$ cat config.mk
export PLATFORM = sky130hd
export DESIGN_NAME = alu_exec_stage
export DESIGN_NICKNAME = d
export VERILOG_FILES = /design/src/rtl/alu_exec_stage.sv
export SDC_FILE = /design/constraint.sdc
export NUM_CORES = 1
export LEC_CHECK = 0
export ABC_AREA = 1
export CAP_MARGIN = 20
export CORE_MARGIN = 2
export CORE_UTILIZATION = 50
export CTS_BUF_LIST = sky130_fd_sc_hd__clkbuf_4 sky130_fd_sc_hd__clkbuf_8 sky130_fd_sc_hd__clkbuf_16
export DETAILED_ROUTE_END_ITERATION = 10
export PLACE_DENSITY = 0.78
export SLEW_MARGIN = 5
export SYNTH_ARGS = -nofsm -noshare
export SYNTH_HDL_FRONTEND = slang
export SYNTH_SLANG_ARGS = --single-unit
$ cat constraint.sdc
create_clock -name clk -period 1.7 [get_ports clk]
set_input_delay 0.17 -clock clk [delete_from_list [all_inputs] [get_ports clk]]
set_output_delay 0.17 -clock clk [all_outputs]
set_load 0.01 [all_outputs]
$ cat src/rtl/alu_exec_stage.sv
// ALU execute stage: one-cycle ALU with a two-entry (main + skid) output buffer.

package RISCV;
  typedef enum logic [2:0] {
    ALU_NOP = 3'd0,
    ALU_ADD = 3'd1,
    ALU_SUB = 3'd2,
    ALU_OR  = 3'd3,
    ALU_AND = 3'd4
  } alu_func_t;
endpackage

module alu_exec_stage #(
  parameter int unsigned XLEN = 32
) (
  input  logic                    clk,
  input  logic                    rst_n,
  input  logic                    in_valid,
  output logic                    in_ready,
  input  RISCV::alu_func_t        alu_func,
  input  logic [XLEN-1:0]         op_a,
  input  logic [XLEN-1:0]         op_b,
  input  logic [4:0]              rd,
  input  logic                    reg_write,
  input  logic                    flush,
  output logic                    out_valid,
  input  logic                    out_ready,
  output logic [XLEN-1:0]         out_result,
  output logic                    out_zero,
  output logic [4:0]              out_rd,
  output logic                    out_reg_write
);

  localparam int unsigned RD_W = 5;

  typedef enum logic [1:0] {
    S_EMPTY = 2'd0,
    S_ONE   = 2'd1,
    S_FULL  = 2'd2
  } state_t;

  state_t state_q;
  state_t state_d;

  logic            accept;
  logic            drain;
  logic            load_main;
  logic            load_skid;
  logic            move_skid;

  logic [XLEN-1:0] new_result;
  logic            new_zero;
  logic            new_rw;

  logic [XLEN-1:0] skid_result;
  logic            skid_zero;
  logic [RD_W-1:0] skid_rd;
  logic            skid_rw;

  // Handshakes use only registered ready/valid, so no out_ready -> in_ready path.
  assign accept = in_valid && in_ready;
  assign drain  = out_valid && out_ready;

  // ALU result for the incoming operation; NOP and unknown encodings yield 0 with no writeback.
  always_comb begin
    new_result = '0;
    new_rw     = 1'b0;
    case (alu_func)
      RISCV::ALU_ADD: begin new_result = op_a + op_b; new_rw = reg_write; end
      RISCV::ALU_SUB: begin new_result = op_a - op_b; new_rw = reg_write; end
      RISCV::ALU_OR:  begin new_result = op_a | op_b; new_rw = reg_write; end
      RISCV::ALU_AND: begin new_result = op_a & op_b; new_rw = reg_write; end
      default: begin new_result = '0; new_rw = 1'b0; end
    endcase
    new_zero = (new_result == '0);
  end

  // Next-state and buffer-load decisions; flush overrides everything.
  always_comb begin
    state_d   = state_q;
    load_main = 1'b0;
    load_skid = 1'b0;
    move_skid = 1'b0;
    case (state_q)
      S_EMPTY: begin
        if (accept) begin
          state_d   = S_ONE;
          load_main = 1'b1;
        end
      end
      S_ONE: begin
        if (accept && drain) begin
          load_main = 1'b1;
        end else if (accept) begin
          state_d   = S_FULL;
          load_skid = 1'b1;
        end else if (drain) begin
          state_d = S_EMPTY;
        end
      end
      S_FULL: begin
        if (drain) begin
          state_d   = S_ONE;
          move_skid = 1'b1;
        end
      end
      default: state_d = S_EMPTY;
    endcase
    if (flush) begin
      state_d   = S_EMPTY;
      load_main = 1'b0;
      load_skid = 1'b0;
      move_skid = 1'b0;
    end
  end

  // State register plus registered handshake outputs derived from next state.
  always_ff @(posedge clk or negedge rst_n) begin
    if (!rst_n) begin
      state_q   <= S_EMPTY;
      out_valid <= 1'b0;
      in_ready  <= 1'b1;
    end else begin
      state_q   <= state_d;
      out_valid <= (state_d != S_EMPTY);
      in_ready  <= (state_d != S_FULL);
    end
  end

  // Main entry drives the outputs; updated only on a load or skid promotion.
  always_ff @(posedge clk or negedge rst_n) begin
    if (!rst_n) begin
      out_result    <= '0;
      out_zero      <= 1'b1;
      out_rd        <= '0;
      out_reg_write <= 1'b0;
    end else if (load_main) begin
      out_result    <= new_result;
      out_zero      <= new_zero;
      out_rd        <= rd;
      out_reg_write <= new_rw;
    end else if (move_skid) begin
      out_result    <= skid_result;
      out_zero      <= skid_zero;
      out_rd        <= skid_rd;
      out_reg_write <= skid_rw;
    end
  end

  // Skid entry captures an accept that arrives while main is stalled.
  always_ff @(posedge clk or negedge rst_n) begin
    if (!rst_n) begin
      skid_result <= '0;
      skid_zero   <= 1'b1;
      skid_rd     <= '0;
      skid_rw     <= 1'b0;
    end else if (load_skid) begin
      skid_result <= new_result;
      skid_zero   <= new_zero;
      skid_rd     <= rd;
      skid_rw     <= new_rw;
    end
  end

endmodule

==> metrics.log, run 1 <==
[metrics] number of clock sinks: 82
[metrics] dominant cells by area after synthesis: sky130_fd_sc_hd__dfrtp_1 26%, sky130_fd_sc_hd__nand2_1 18%, sky130_fd_sc_hd__inv_1 9.5%, sky130_fd_sc_hd__nor2_1 9.1%, sky130_fd_sc_hd__ha_1 5.6%
[metrics] Synth warnings: 0
[metrics] Post-Syn Instances: approximately 1.3k
[metrics] pin category terminating the worst setup path after the last repair: register input
[metrics] Run Error: [ERROR GRT-0232] Routing congestion too high. Check the congestion heatmap in the GUI.
[metrics] mean post-synth cell area: between 6 and 7 um^2
[metrics] Initial Util: 0.5165
[metrics] # placed instances: ~1.7k
[metrics] worst setup timing slack at the placement stage: -2.528 ns
[metrics] ranking of synthesized cells by instance count: 372 x sky130_fd_sc_hd__nand2_1, 191 x sky130_fd_sc_hd__inv_1, 184 x sky130_fd_sc_hd__nor2_1
[metrics] HPWL after detailed placement: approximately 22000 um
[metrics] die width: between 100 and 150 um
[metrics] global route overflow: 84
[metrics] number of enable flip-flop cells after synthesis: 0
[metrics] clock buffer count from CTS: 9
[metrics] maximum level of the CTS H-tree: 3
[metrics] result of the run: stopped before the end
[metrics] most used flip-flop cell after synthesis: sky130_fd_sc_hd__dfrtp_1
[metrics] Failed at: global routing (5_1_grt)
[metrics] Net Count, Synth: 1364
[metrics] final weighted congestion in routability-driven placement: roughly 1.0
[metrics] sequential-to-total area share from yosys stat: 0.2718
[metrics] most frequently used cell type in the post-synthesis netlist: sky130_fd_sc_hd__nand2_1
[metrics] Die Y-Extent: 127.0 um
[metrics] Yosys reg bits: 82
[metrics] buffer type at the clock tree root: sky130_fd_sc_hd__clkbuf_16
[metrics] number of ports placed on the die boundary: about 120
[metrics] cell accounting for the most synthesized area: sky130_fd_sc_hd__dfrtp_1
[metrics] IO buf count: 118
[metrics] GRT Total Usage: 0.7483
[metrics] pin count of the biggest net entering global routing: 45
[metrics] number of library cell types mapped by synthesis: 39
[metrics] last worst endpoint in the global-route repair_timing: out_zero$_DFFE_PN1P_/D
[metrics] async set or reset register ratio after synthesis: 1.000
[metrics] num rows: 44
[metrics] Synth Cell Area: 7564 um^2
[metrics] top-area cell type share of the netlist area: 0.2614
[metrics] buffer levels on the longest clock path: 2
-- stage by stage --
| step | instance area [um^2] | util | TNS [ns] |
|---|---|---|---|
| 3_5_place_dp | 10930 | 0.7465 | -117.14 |
| 4_1_cts | 12300 | 0.8402 | -71.35 |
| 2_1_floorplan | 7918 | - | -44.95 |
| 3_3_place_gp | 10930 | 0.7465 | -112.33 |
-- cell families after synthesis --
kind of cell	synth area share
fa+ha+maj	0.05889
compound gates	0.1299
flops	0.2718
simple gates	0.3876
buf+inv	0.1183
xor+xnor	0.03358
-- layer usage --
layer,overflow,track usage
met1,0,0.7360
met3,1,0.5699
met2,49,0.9450
met4,34,0.7647
met5,0,0.2043
-- what timing repair did --
action,4_1_cts
gates resized for setup,234
hold endpoints to repair,35
buffers inserted,36
hold buffers,1
pin swaps,84
setup endpoints to repair,71
gates cloned,1
==> run 2: changes to the inputs <==
--- a/config.mk
+++ b/config.mk
@@ -8,10 +8,9 @@
 export ABC_AREA = 1
 export CAP_MARGIN = 20
 export CORE_MARGIN = 2
-export CORE_UTILIZATION = 50
-export CTS_BUF_LIST = sky130_fd_sc_hd__clkbuf_4 sky130_fd_sc_hd__clkbuf_8 sky130_fd_sc_hd__clkbuf_16
+export CORE_UTILIZATION = 40
 export DETAILED_ROUTE_END_ITERATION = 10
-export PLACE_DENSITY = 0.78
+export PLACE_DENSITY_LB_ADDON = 0.15
 export SLEW_MARGIN = 5
 export SYNTH_ARGS = -nofsm -noshare
 export SYNTH_HDL_FRONTEND = slang
==> constraint.sdc (replaced) <==
create_clock -name clk -period 2.21 [get_ports clk]
set_input_delay 0.221 -clock clk [delete_from_list [all_inputs] [get_ports clk]]
set_output_delay 0.221 -clock clk [all_outputs]
set_load 0.01 [all_outputs]
==> metrics.log, run 2 <==
[metrics] number of remaining DRC errors: 0
[metrics] Worst slew margin: 0.3709
[metrics] number of library cell types mapped by synthesis: 39 (unchanged)
[metrics] RSZ-0062 raised after global routing: true
[metrics] number of ports placed on the die boundary: 119 (unchanged)
[metrics] Die Y-Extent: 141.5 um (+11%)
[metrics] Syn-to-layout area delta: 76.59%
[metrics] Net Count, Synth: 1364 (unchanged)
[metrics] clock buffer count from CTS: 9 (unchanged)
[metrics] biggest regs: out_result (32), skid_result (32)
[metrics] Synth warnings: 0 (unchanged)
[metrics] switching fraction of total power: 0.3771
[metrics] Most common cell on crit path: sky130_fd_sc_hd__nand2_1
[metrics] crit path time final: 3.401 ns
[metrics] f_max: 294.0 MHz
[metrics] maximum fanout count along the critical path: 4
[metrics] most frequently used cell type in the post-synthesis netlist: sky130_fd_sc_hd__nand2_1
[metrics] start-to-end type of the worst setup path: input port to flip-flop
[metrics] Initial DRC Count: 837
[metrics] max_cap viols: 0
[metrics] final-report max-slew violation count: 0
[metrics] WP data arrival: 3.68 ns
[metrics] cell accounting for the most synthesized area: sky130_fd_sc_hd__dfrtp_1
[metrics] Core Region: 18640 um^2
[metrics] async set or reset register ratio after synthesis: 1.000 (unchanged)
[metrics] global route overflow: 0
[metrics] die width: 141.5 um (+11%)
[metrics] top-area cell type share of the netlist area: 0.2614 (unchanged)
[metrics] Synth Cell Area: 7564 um^2 (unchanged)
[metrics] Post-Syn Instances: 1251 (unchanged)
[metrics] Worst IR Drop VDD: around 0.36 mV
[metrics] Finished Cell Area: between 10000 and 15000 um^2
[metrics] fraction of final layout cells sized beyond drive strength 1: 0.4225
[metrics] Initial Util: 0.4057 (-0.1108)
[metrics] GRT Total Usage: 0.2799
[metrics] mean routed wirelength per cell: 16.45 um
[metrics] slowest stage cell, crit path: sky130_fd_sc_hd__xor2_1
[metrics] Worst Hold Class: input port to async pin
[metrics] static leakage: between 6 and 7 nW
[metrics] dominant cells by area after synthesis: sky130_fd_sc_hd__dfrtp_1 26%, sky130_fd_sc_hd__nand2_1 18%, sky130_fd_sc_hd__inv_1 9.5%, sky130_fd_sc_hd__nor2_1 9.1%, sky130_fd_sc_hd__ha_1 5.6%
[metrics] number of clock sinks: 82 (unchanged)
[metrics] total placed instance area: 10920 um^2 (-0.15%)
[metrics] layout filler cell count: ~1.5k
[metrics] sort of element at the end of the critical path: flip-flop
[metrics] final setup violating endpoints: 56
[metrics] Final Cycle Share: 1.539
[metrics] actual transition at the worst max-transition pin: 0.9422 ns
[metrics] violated checks: setup timing
[metrics] Net Sw Power: between 3 and 4 mW
[metrics] worst setup skew after layout: around 0.0053 ns
[metrics] Die ar.: between 20000 and 25000 um^2
[metrics] buffer type at the clock tree root: sky130_fd_sc_hd__clkbuf_16
[metrics] via count of the first global-routing pass: around 8.7k
[metrics] antenna violations before repair: 0
[metrics] required time worst endpoint: approximately 2.5 ns
[metrics] part of the power in the clock network: 0.178
[metrics] IO buf count: 118 (unchanged)
[metrics] HPWL after detailed placement: 21980 um (-2.0%)
[metrics] sequential-to-total area share from yosys stat: 0.2718 (unchanged)
[metrics] post-route setup slack: -1.191 ns
[metrics] number of enable flip-flop cells after synthesis: 0 (unchanged)
[metrics] largest stage delay on the critical path: between 0.2 and 0.3 ns
[metrics] mean post-synth cell area: 6.046 um^2 (unchanged)
[metrics] commonest non-fill, non-tap cell in the layout: sky130_fd_sc_hd__buf_4
[metrics] first-pass GRT wire length: 44060 um
[metrics] Via-to-Cell Ratio: approximately 5
[metrics] most used flip-flop cell after synthesis: sky130_fd_sc_hd__dfrtp_1
[metrics] ranking of synthesized cells by instance count: 372 x sky130_fd_sc_hd__nand2_1, 191 x sky130_fd_sc_hd__inv_1, 184 x sky130_fd_sc_hd__nor2_1
[metrics] startpoint types: input port
[metrics] CTS tree: done
[metrics] nets@finish: 1747
[metrics] count of antenna diodes in the layout: 0
[metrics] Pwr Density: approximately 650 nW/um^2
[metrics] num rows: 50 (+14%)
[metrics] final weighted congestion in routability-driven placement: 0.9743 (-3.4%)
[metrics] buffer levels on the longest clock path: 2 (unchanged)
[metrics] clock-pin slew of the registers on the worst-case setup and hold paths: about 0.06 ns
[metrics] Internal: between 5 and 6 mW
[metrics] Routed Antenna Nets: 0
[metrics] Yosys reg bits: 82 (unchanged)
[metrics] result of the run: finished, violations left
[metrics] proportion of power drawn by flip-flops and latches: 0.283
[metrics] number of failing hold endpoints at the final stage: 0
[metrics] insertion delay to the later sink of the worst-skew pair: roughly 0.33 ns
[metrics] maximum level of the CTS H-tree: 3 (unchanged)
[metrics] first-pass iteration count of the detailed router: 5
[metrics] count of vias placed by the detailed router: 9615
[metrics] worst hold slack across all endpoints: between 0.3 and 0.4 ns
[metrics] Detailed Route WL: about 30000 um
[metrics] pin count of the biggest net entering global routing: 48
[metrics] relative contribution of combinational cells to total power: 0.539
[metrics] top library cells by usage in the layout, fill and taps aside: 230 x sky130_fd_sc_hd__buf_4, 227 x sky130_fd_sc_hd__nand2_1, 154 x sky130_fd_sc_hd__inv_1, 149 x sky130_fd_sc_hd__nor2_1, 113 x sky130_fd_sc_hd__nand2_2
run 2: cell counts after synthesis:
Identical to the previous run, type by type.
run 2: timing repair:
| item | 4_1_cts | 5_1_grt |
|---|---|---|
| buffers inserted | 31 | 47 |
| resized for setup | 199 | 295 |
| hold buffers | 1 | 0 |
| pin swaps | 85 | 156 |
| endpoints found under the hold margin | 35 | 0 |
| setup endpoints to repair | 63 | 59 |
run 2: metal layers:
layer	wire, um	track usage	part of all wire	vias up
li1	-	-	-	4728
met1	13640	0.3961	0.44	4509
met2	14560	0.4584	0.47	312
met3	1823	0.02970	0.059	66
met4	769	0.07211	0.025	0
met5	0	0	0	-
run 2: path summary, 6_finish.rpt:
path	from	to	cells after the start	slack [ns]
worst max-delay path	op_b[0]	out_zero	32	-1.19
worst min-delay path	rst_n	skid_result[2]	2	0.39
worst max register to register	out_valid	out_result[18]	10	0.10
worst min register to register	out_result[25]	out_result[25]	2	0.47
max in group asynchronous	rst_n	out_zero	3	1.15
min in group clk	out_result[25]	out_result[25]	2	0.47
run 2: critical path: cells and delay by family:
kind / cells / cell delay [ns]
buffers and inverters: 7 / 0.52
xor gates and xnor gates: 1 / 0.28
adders and majority gates: 2 / 0.40
AOI/OAI and AO/OA: 3 / 0.36
and+or+nand+nor: 19 / 1.92
run 2: metrics by stage:
| step | total power, mW | setup WS (ns) | instances | TNS, ns | util |
|---|---|---|---|---|---|
| after floorplan | 4.288 | -0.9144 | 1251 | -17.63 | - |
| after global placement | 6.039 | -2.068 | 1791 | -85.11 | 0.5855 |
| after detailed placement | 6.115 | -2.092 | 1791 | -86.08 | 0.5855 |
| after CTS | 8.022 | -1.433 | 1835 | -43.31 | 0.6464 |
| after global routing | 9.206 | -1.488 | 1872 | -47.11 | 0.7164 |
| final | 8.695 | -1.191 | 1872 | -37.44 | 0.7164 |
run 2: cell type report:
class / instances / area [um^2] / area share
inverters: 204 / 807.0 / 0.06042
clock inverters: 3 / 65.06 / 0.004871
clock buffers: 12 / 236.5 / 0.01770
flip-flops and latches: 82 / 2056 / 0.1539
well taps: 234 / 292.8 / 0.02192
multi-input cells: 933 / 6275 / 0.4698
repair buffers: 404 / 3625 / 0.2714
run 2: power groups by stage:
stage	combinational, mW	sequential (mW)	clock [mW]
floorplan	1.75	2.54	0
global placement	3.60	2.44	0
detailed placement	3.66	2.46	0
CTS	4.01	2.45	1.56
global route	5.06	2.53	1.62
finish	4.68	2.46	1.55
run 2: kinds of logic after synthesis:
| family | after synthesis | synth area share |
|---|---|---|
| flops | 82 | 0.2718 |
| fa+ha+maj | 35 | 0.05889 |
| simple gates | 702 | 0.3876 |
| compound gates | 167 | 0.1299 |
| buf+inv | 236 | 0.1183 |
| xor+xnor | 29 | 0.03358 |
No activity file was read; power rests on OpenSTA's default activity.
==> run 3: changes to the inputs <==
--- a/config.mk
+++ b/config.mk
@@ -6,8 +6,7 @@
 export NUM_CORES = 1
 export LEC_CHECK = 0
 export ABC_AREA = 1
-export CAP_MARGIN = 20
-export CORE_MARGIN = 2
+export CAP_MARGIN = 10
 export CORE_UTILIZATION = 40
 export DETAILED_ROUTE_END_ITERATION = 10
 export PLACE_DENSITY_LB_ADDON = 0.15
==> metrics.log, run 3 (synthesis gave the netlist of run 2 again) <==
[metrics] result of the run: finished, violations left
[metrics] violated checks: setup timing
[metrics] die width: 139.5 um (-1.4%)
[metrics] capture instance of the worst register-to-register path: out_result[2]
[metrics] RSZ-0062 raised after global routing: true
[metrics] fraction of final layout cells sized beyond drive strength 1: 0.3897 (-0.03272)
[metrics] CTS tree: done
[metrics] actual transition at the worst max-transition pin: 0.9872 ns (+0.04500 ns)
[metrics] global route overflow: 0 (unchanged)
[metrics] mean routed wirelength per cell: 15.93 um (-3.1%)
[metrics] final weighted congestion in routability-driven placement: 1.037 (+6.5%)
[metrics] layout filler cell count: 1573 (+6.3%)
[metrics] pin count of the biggest net entering global routing: 49 (+2.1%)
[metrics] origin of the critical flop-to-flop path: in_ready
[metrics] relative contribution of combinational cells to total power: 0.523 (-0.016)
[metrics] final-report max-slew violation count: 0 (unchanged)
[metrics] maximum fanout count along the critical path: 4 (unchanged)
[metrics] # placed instances: 1786 (-0.28%)
[metrics] static leakage: 6.614 nW (-2.3%)
[metrics] number of failing hold endpoints at the final stage: 0 (unchanged)
[metrics] nets@finish: 1727 (-1.1%)
[metrics] endpoint of the most critical setup path: skid_zero
[metrics] number of cells on the worst reg-to-reg path: 6 (-4)
[metrics] Register-to-Register Setup Slack: 0.12 ns (+0.02 ns)
[metrics] num rows: 49 (-2.0%)
[metrics] post-route setup slack: -1.221 ns (-0.02971 ns)
[metrics] Worst slew margin: 0.3409 (-0.03004)
[metrics] GRT Total Usage: 0.2981 (+0.01818)
[metrics] Detailed Route WL: 29440 um (-4.4%)
[metrics] required time worst endpoint: 2.47 ns (-0.02 ns)
[metrics] top library cells by usage in the layout, fill and taps aside: 261 x sky130_fd_sc_hd__nand2_1, 217 x sky130_fd_sc_hd__buf_4, 158 x sky130_fd_sc_hd__inv_1, 142 x sky130_fd_sc_hd__nor2_1, 102 x sky130_fd_sc_hd__clkdlybuf4s50_1
[metrics] largest stage delay on the critical path: 0.26 ns (-0.02 ns)
[metrics] max_cap viols: 0 (unchanged)
[metrics] worst setup skew after layout: 0.005355 ns (+0.00001752 ns)
[metrics] post-route setup TNS: -34.08 ns (+3.362 ns)
[metrics] Most common cell on crit path: sky130_fd_sc_hd__inv_2
[metrics] buffer type at the clock tree root: sky130_fd_sc_hd__clkbuf_16
[metrics] number of remaining DRC errors: 0 (unchanged)
[metrics] f_max: 291.5 MHz (-0.87%)
[metrics] count of antenna diodes in the layout: 0 (unchanged)
[metrics] Internal: 5.373 mW (-0.80%)
[metrics] Net Sw Power: 3.212 mW (-2.0%)
[metrics] first-pass GRT wire length: 45440 um (+3.1%)
[metrics] worst hold slack across all endpoints: 0.3333 ns (-0.06072 ns)
[metrics] Routed Antenna Nets: 0 (unchanged)
[metrics] WP data arrival: 3.69 ns (about the same)
[metrics] IO buf count: 118 (unchanged)
[metrics] Syn-to-layout area delta: 70.55%
[metrics] antenna violations before repair: 0 (unchanged)
[metrics] clock buffer count from CTS: 9 (unchanged)
[metrics] number of clock sinks: 82 (unchanged)
[metrics] via count of the first global-routing pass: 8767 (+1.2%)
[metrics] sort of element at the end of the critical path: flip-flop
[metrics] Crit. Startpoint: op_b[1]
[metrics] start-to-end type of the worst setup path: input port to flip-flop
[metrics] Pwr Density: 665.5 nW/um^2 (+2.2%)
[metrics] Worst IR Drop VDD: 0.4486 mV (+23%)
[metrics] Core Region: 18270 um^2 (-2.0%)
[metrics] number of ports placed on the die boundary: 119 (unchanged)
[metrics] Die Y-Extent: 139.5 um (-1.4%)
[metrics] clock-pin slew of the registers on the worst-case setup and hold paths: 0.06 ns (about the same)
[metrics] first-pass iteration count of the detailed router: 6 (+1)
[metrics] Worst Hold Class: input port to async pin
[metrics] Initial Util: 0.4140 (+0.008280)
[metrics] startpoint types: input port
[metrics] HPWL after detailed placement: 22590 um (+2.8%)
[metrics] Final Cycle Share: 1.552 (+0.01344)
[metrics] Initial DRC Count: 657 (-22%)
[metrics] count of vias placed by the detailed router: 9448 (-1.7%)
[metrics] insertion delay to the later sink of the worst-skew pair: 0.33 ns (about the same)
[metrics] part of the power in the clock network: 0.190 (+0.012)
[metrics] Die ar.: 19460 um^2 (-2.8%)
[metrics] slowest stage cell, crit path: sky130_fd_sc_hd__ha_4
[metrics] maximum level of the CTS H-tree: 3 (unchanged)
[metrics] commonest non-fill, non-tap cell in the layout: sky130_fd_sc_hd__nand2_1
[metrics] crit path time final: 3.431 ns (+0.02971 ns)
[metrics] biggest regs: out_result (32), skid_result (32)
[metrics] proportion of power drawn by flip-flops and latches: 0.288 (+0.005)
[metrics] non-filler cells, final: 1848 (-1.3%)
[metrics] Via-to-Cell Ratio: 5.113 (-0.46%)
[metrics] final setup violating endpoints: 55 (-1.8%)
[metrics] switching fraction of total power: 0.3741 (-0.002966)
[metrics] overall power consumption: 8.585 mW (-1.3%)
[metrics] buffer levels on the longest clock path: 2 (unchanged)
[run 3: changes by cell type in the layout (fill, tap and decap cells not counted), sizes merged]
cell and change:
buf -22, clkinv +2, inv +1, clkdlybuf4s15 -3, dlygate4sd2 -3, dlymetal6s2s +7, clkbuf -1
[run 3: worst min path at each step]
stage	start	end	slack (ns)	cells past startpoint
global placement	rst_n	out_result[1]	0.15	1
detailed placement	rst_n	skid_result[1]	0.15	1
CTS	rst_n	skid_result[1]	0.34	2
floorplan	rst_n	out_rd[0]	-0.07	0
global route	rst_n	skid_result[1]	0.38	2
finish	rst_n	skid_result[1]	0.33	2
[run 3: through the flow]
stage	setup WS, ns	instance area, um^2	utilization
global placement	-2.098	10910	0.5971
CTS	-1.445	12070	0.6607
global route	-1.436	12900	0.7061
floorplan	-0.9144	7850	-
detailed placement	-2.164	10910	0.5971
finish	-1.221	12900	0.7061
[run 3: power groups by stage]
stage               Sequential, mW  Combinational, mW  Clock [mW]
floorplan                     2.54               1.75           0
global placement              2.43               3.64           0
detailed placement            2.46               3.68           0
CTS                           2.46               4.06        1.64
global route                  2.55               4.89        1.68
finish                        2.47               4.49        1.63
[run 3: per-layer routing]
metal / track usage / share of wire / up-vias / routed length [um]
li1: - / - / 4691 / -
met1: 0.4210 / 0.46 / 4408 / 13670
met2: 0.4816 / 0.46 / 302 / 13430
met3: 0.03372 / 0.058 / 47 / 1697
met4: 0.07778 / 0.022 / 0 / 643
met5: 0 / 0 / - / 0
[run 3: worst max-delay path, delay by kind of cell]
family | cells | cell delay, ns
xor+xnor | 1 | 0.15
fa+ha+maj | 1 | 0.26
compound gates | 4 | 0.64
buf+inv | 11 | 0.93
simple gates | 16 | 1.48
[run 3: cell type report]
class,count,area [um^2],share of cell area
multi-input cells,933,5971,0.4629
repair buffers,384,3457,0.2680
inverters,204,800.8,0.06208
clock buffers,10,239.0,0.01853
flip-flops and latches,82,2056,0.1594
well taps,229,286.5,0.02221
clock inverters,6,90.09,0.006983
[run 3: repair_timing]
action	4_1_cts	5_1_grt
resized for setup	168	228
hold endpoints to repair	23	0
cloned	0	0
pin swaps	56	128
setup buffers	32	28
endpoints found under the setup margin	62	63
hold buffers	1	0
==> run 4: changes to the inputs <==
--- a/config.mk
+++ b/config.mk
@@ -7,7 +7,8 @@
 export LEC_CHECK = 0
 export ABC_AREA = 1
 export CAP_MARGIN = 10
-export CORE_UTILIZATION = 40
+export CORE_MARGIN = 5
+export CORE_UTILIZATION = 56
 export DETAILED_ROUTE_END_ITERATION = 10
 export PLACE_DENSITY_LB_ADDON = 0.15
 export SLEW_MARGIN = 5
==> metrics.log, run 4 <==
[metrics] result of the run: stopped before the end
[metrics] Failed at: global routing (5_1_grt)
[metrics] Run Error: [ERROR DPL-0038] Utilization greater than 100%, impossible to legalize
[metrics] die width: 126.2 um (-9.5%)
[metrics] IO buf count: 118 (unchanged)
[metrics] cell accounting for the most synthesized area: sky130_fd_sc_hd__dfrtp_1
[metrics] sequential-to-total area share from yosys stat: 0.2718 (unchanged)
[metrics] pin category terminating the worst setup path after the last repair: register input
[metrics] Yosys reg bits: 82 (unchanged)
[metrics] number of enable flip-flop cells after synthesis: 0 (unchanged)
[metrics] final weighted congestion in routability-driven placement: 0.9937 (-4.2%)
[metrics] Initial Util: 0.5711 (+0.1572)
[metrics] dominant cells by area after synthesis: sky130_fd_sc_hd__dfrtp_1 26%, sky130_fd_sc_hd__nand2_1 18%, sky130_fd_sc_hd__inv_1 9.5%, sky130_fd_sc_hd__nor2_1 9.1%, sky130_fd_sc_hd__ha_1 5.6%
[metrics] pin count of the biggest net entering global routing: 37
[metrics] number of ports placed on the die boundary: 119 (unchanged)
[metrics] Post-Syn Instances: 1251 (unchanged)
[metrics] HPWL after detailed placement: 23170 um (+2.6%)
[metrics] number of library cell types mapped by synthesis: 39 (unchanged)
[metrics] buffer levels on the longest clock path: 2 (unchanged)
[metrics] buffer type at the clock tree root: sky130_fd_sc_hd__clkbuf_16
[metrics] Die Y-Extent: 126.2 um (-9.5%)
[metrics] Net Count, Synth: 1364 (unchanged)
[metrics] most frequently used cell type in the post-synthesis netlist: sky130_fd_sc_hd__nand2_1
[metrics] top-area cell type share of the netlist area: 0.2614 (unchanged)
[metrics] mean post-synth cell area: 6.046 um^2 (unchanged)
[metrics] number of clock sinks: 82 (unchanged)
[metrics] ranking of synthesized cells by instance count: 372 x sky130_fd_sc_hd__nand2_1, 191 x sky130_fd_sc_hd__inv_1, 184 x sky130_fd_sc_hd__nor2_1
[metrics] most used flip-flop cell after synthesis: sky130_fd_sc_hd__dfrtp_1
[metrics] last worst endpoint in the global-route repair_timing: out_zero$_DFFE_PN1P_/D
[metrics] async set or reset register ratio after synthesis: 1.000 (unchanged)
[metrics] Synth Cell Area: 7564 um^2 (unchanged)
[metrics] num rows: 42 (-14%)
[metrics] clock buffer count from CTS: 9 (unchanged)
[metrics] Synth warnings: 0 (unchanged)
[metrics] worst setup timing slack at the placement stage: -2.122 ns (+0.04228 ns)
[metrics] maximum level of the CTS H-tree: 3 (unchanged)
run 4: cell counts after synthesis:
Identical to the previous run, type by type.
run 4: cell families after synthesis:
logic type / after synthesis / synth area share
AND/OR/NAND/NOR: 702 / 0.3876
XOR/XNOR: 29 / 0.03358
buffers and inverters: 236 / 0.1183
AO/OA/AOI/OAI: 167 / 0.1299
flip-flops: 82 / 0.2718
adder cells (fa/ha/maj): 35 / 0.05889
run 4: what timing repair did:
action / in CTS
resized for setup: 233
gates cloned: 0
pin swaps: 97
endpoints found under the hold margin: 32
hold buffers: 1
buffers inserted: 52
setup endpoints to repair: 63
run 4: stage by stage:
stage / instances / area (um^2) / TNS (ns) / util
2_1_floorplan: 1251 / 7850 / -17.63 / -
3_3_place_gp: 1733 / 10830 / -82.03 / 0.8178
3_5_place_dp: 1733 / 10830 / -86.89 / 0.8178
4_1_cts: 1800 / 12250 / -52.94 / 0.9251
